<file path="src/rtl/serial_add_ctrl.sv">
// serial_add_ctrl: bit-serial W-bit adder time-sharing one full adder, valid/ready on both sides
module fa (
  input  logic a,
  input  logic b,
  input  logic cin,
  output logic sum,
  output logic cout
);
  assign sum = a ^ b ^ cin;
  assign cout = (a & b) | (cin & (a ^ b));
endmodule

module serial_add_ctrl #(
  parameter int W = 8
) (
  input  logic         clk,
  input  logic         rstn,
  input  logic         in_valid,
  output logic         in_ready,
  input  logic [W-1:0] a,
  input  logic [W-1:0] b,
  input  logic         cin,
  output logic         out_valid,
  input  logic         out_ready,
  output logic [W-1:0] sum,
  output logic         cout,
  output logic         ovf,
  output logic         busy
);
  localparam int CW = $clog2(W);
  typedef enum logic [1:0] {IDLE, RUN, DONE} state_t;
  state_t st, st_nx;
  logic [W-1:0] ra, rb, rs;
  logic [CW-1:0] cnt;
  logic c, fs, fc, last;
  fa u_fa (.a(ra[0]), .b(rb[0]), .cin(c), .sum(fs), .cout(fc));
  always_comb begin
    last = cnt == CW'(W - 1);
    st_nx = st == IDLE ? (in_valid ? RUN : IDLE) :
            st == RUN  ? (last ? DONE : RUN) :
                         (out_ready ? IDLE : DONE);
  end
  assign in_ready = st == IDLE;
  assign out_valid = st == DONE;
  assign busy = st != IDLE;
  assign sum = rs;
  always_ff @(posedge clk or negedge rstn) begin
    if (!rstn) begin
      st <= IDLE;
      ra <= '0;
      rb <= '0;
      rs <= '0;
      c <= 1'b0;
      cnt <= '0;
      cout <= 1'b0;
      ovf <= 1'b0;
    end else begin
      st <= st_nx;
      if (st == IDLE && in_valid) begin
        ra <= a;
        rb <= b;
        rs <= '0;
        c <= cin;
        cnt <= '0;
        cout <= 1'b0;
        ovf <= 1'b0;
      end else if (st == RUN) begin
        ra <= ra >> 1;
        rb <= rb >> 1;
        rs <= {fs, rs[W-1:1]};
        c <= fc;
        cnt <= cnt + 1'b1;
        if (last) begin
          cout <= fc;
          ovf <= c ^ fc;
        end
      end
    end
  end
endmodule

</file>
<file path="config.mk">
export PLATFORM = sky130hd
export DESIGN_NAME = serial_add_ctrl
export DESIGN_NICKNAME = d
export VERILOG_FILES = /design/src/rtl/serial_add_ctrl.sv
export SDC_FILE = /design/constraint.sdc
export NUM_CORES = 1
export LEC_CHECK = 0
export BUFFER_PORTS_ARGS = -buffer_cell sky130_fd_sc_hd__buf_2
export CORE_MARGIN = 3
export CORE_UTILIZATION = 50
export CTS_BUF_LIST = sky130_fd_sc_hd__clkbuf_16
export DETAILED_ROUTE_END_ITERATION = 16
export PLACE_DENSITY = 0.75
export SLEW_MARGIN = 10
export SYNTH_ARGS = -nofsm -noshare
export SYNTH_HDL_FRONTEND = slang
export SYNTH_SLANG_ARGS = --single-unit
</file>
<file path="constraint.sdc">
create_clock -name clk -period 1.7 [get_ports clk]
set_clock_uncertainty 0.2 [all_clocks]
set_input_delay 0.34 -clock clk [delete_from_list [all_inputs] [get_ports clk]]
set_output_delay 0.34 -clock clk [all_outputs]
set_load 0.01 [all_outputs]
</file>
==> impl_metrics.ini <==
[route]
drt-total-wl_um = 3235
num_vias = 1246
first_iter_violations = 56
wl_per_cell_um = 14.13
drc_errors = 0
drtAntennaViolNets = 0
avgViaCountPerCell = 5.441
first_pass_iters = 4

[sta]
hold_violations = 0
slew_violations = 0
period_minus_slack_ns = 1.653
slew_headroom_pct = 73.09
period_share_pct = 97.25
setup_viol = 0
layout_setup_ws_ns = 0.04674
worst_slew_pin_slew_ns = 0.4037
fmax_mhz = 604.9
tns_ns = 0

[placement]
placed_area_um2 = 1677
placement.io_buffers = 33
dp_hpwl_um = 2170
place_ws_ns = 0.1330
gp_congestion = 0.8031

[synth]
syn_area_um2 = 1469
synth_top_area_share_pct = 54.51
synthDistinctLibCells = 24
yosysWarningCount = 0
synth_cells = 155
syn-num-nets = 179
yosysSeqAreaShare_pct = 54.51
synth_largest_area_cell = dfrtp_1
avgSynthCellArea_um2 = 9.477
ys_top_cells_by_area = dfrtp_1, nand2_1, a31oi_1
ys_seq_elements = 32

[setup_path]
critPathTopFamily = flip-flops
path_cells = inv_1 > nor2_1 > buf_2
worst-path-max-fanout = 6
slowest_delay_ns = 0.45
path_class = flop to primary output
path_buf_inv = 2
worstSetupStartpointType = flop
endpoint_kind = primary output
cp_slowest_cell = dfrtp_2
worstPathRequired_ns = 1.16
crit_arrival_ns = 1.11

[cells_and_area]
diodes = 0
fin_area_um2 = 1836
final_common_cell = nand2_1
drive_gt1_share_pct = 29.29
nets = 221
area_growth_pct = 24.96
num-fill-cells = 241
final_cell_mix = nand2_1, buf_2, dfrtp_1, nand3_1, nor2_1

[clocking]
root_buffer = clkbuf_16
cts.sinks = 32
path_clk_slew_ns = 0.05
insertion_delay_ns = 0.27
numCtsBuffers = 5
htree_num_levels = 2
cts.path.max_buffers = 2
cts_tree = yes
cts_setup_buffers = 0

[pwr]
leakagePower_nw = 0.9582
irDropWorstVdd_mv = 1.452
p_per_area_nw_per_um2 = 2046

[global_routing]
grt_busiest_layer = met2
grt_use_met3_pct = 5.400
grt_first_pass_wirelength_um = 5195
met2_usage_pct = 31.94
grt_max_degree = 33
gr-usage-met1_pct = 23.36
grt_pass1_vias = 1188
track_usage_pct = 19.98
grt-ovfl-total = 0
antenna_found_initial = 0

[floorplanning]
dieArea_um2 = 3624
coreArea_um2 = 2781
die_y_um = 60.20
fp-row-count = 19
die_w_um = 60.20
start_util_pct = 52.81
ios = 34

[flow_run]
cap_violations = 0

[run_status]
outcome = complete, no violations

[hold_path]
hold_class = primary input to flop
-- cell usage after synthesis (all sizes together) --
cell type	n
o2bb2ai	1
nor3b	1
o21ai	3
nor2	13
buf	9
clkbuf	2
a21oi	1
nand2	51
a32o	1
fa	1
or2b	1
or3b	1
a31oi	11
nand3	17
inv	2
a22oi	4
xnor2	1
dfrtp	32
ha	2
nor2b	1
-- through the flow --
| step | power (mW) | hold WS [ns] | util, % | std cells |
|---|---|---|---|---|
| 4_1_cts | 3.755 | 0.05937 | 65.63 | 229 |
| 5_1_grt | 4.052 | 0.07416 | 65.99 | 229 |
| 3_3_place_gp | 2.821 | 0.1758 | 60.28 | 220 |
| 6_report | 3.756 | 0.06431 | 65.99 | 229 |
| 3_5_place_dp | 2.905 | 0.1832 | 60.28 | 220 |
| 2_1_floorplan | 2.426 | -0.1556 | - | 155 |
-- flip-flops by register name, indices dropped and copies added, names as in the netlist --
signal  cells
c           1
cnt         3
cout        1
ovf         1
ra          8
rb          8
st          2
sum         8
-- path summary, 6_finish.rpt --
check	slack (ns)	cells past startpoint	start	endpoint
setup / recovery	0.05	3	st[1]$_DFF_PN0_	out_valid
hold / removal	0.06	3	b[7]	rb[7]$_DFFE_PN0P_
setup reg to reg	0.07	4	st[1]$_DFF_PN0_	ra[6]$_DFFE_PN0P_
hold reg to reg	0.28	2	sum[6]$_DFFE_PN0P_	sum[5]$_DFFE_PN0P_
max in group asynchronous	0.57	3	rstn	st[1]$_DFF_PN0_
min in group asynchronous	0.42	3	rstn	sum[0]$_DFFE_PN0P_
-- area by class of cell --
cell class	count	area, um^2	area share (%)
clock inverter	3	11.26	0.6135
inverter	2	7.507	0.4090
multi-input combinational	110	581.8	31.70
sequential	32	802.0	43.69
tap	31	38.79	2.113
clock buffer	5	125.1	6.817
timing repair buffer	46	269.0	14.66
-- logic make-up after synthesis --
group | synth area share [%]
AO/OA/AOI/OAI | 9.370
XOR/XNOR | 0.5964
adder cells (fa/ha/maj) | 3.066
buffers and inverters | 6.559
flip-flops | 54.51
AND/OR/NAND/NOR | 25.89
-- what timing repair did --
action,in CTS,in global routing
setup endpoints to repair,1,2
pin swaps,0,0
hold endpoints to repair,32,0
gates resized for setup,1,3
hold buffers,1,0
-- power by group --
part	switching, mW	internal, mW
Combinational	0.892	0.674
Clock	0.296	0.525
Sequential	0.243	1.13
Total	1.43	2.33
-- routing by layer --
layer	vias up	wire length, um
li1	600	-
met1	600	1339
met2	40	1630
met3	6	206
met4	0	60
met5	-	0
-- worst reg2reg max path, stage by stage (launching register included) --
cell     delay, ns
dfrtp_2       0.46
or3b_1        0.41
buf_4         0.24
nor2_1        0.13
a31oi_1       0.06
Note: power is estimated with default switching activity, not from simulation.
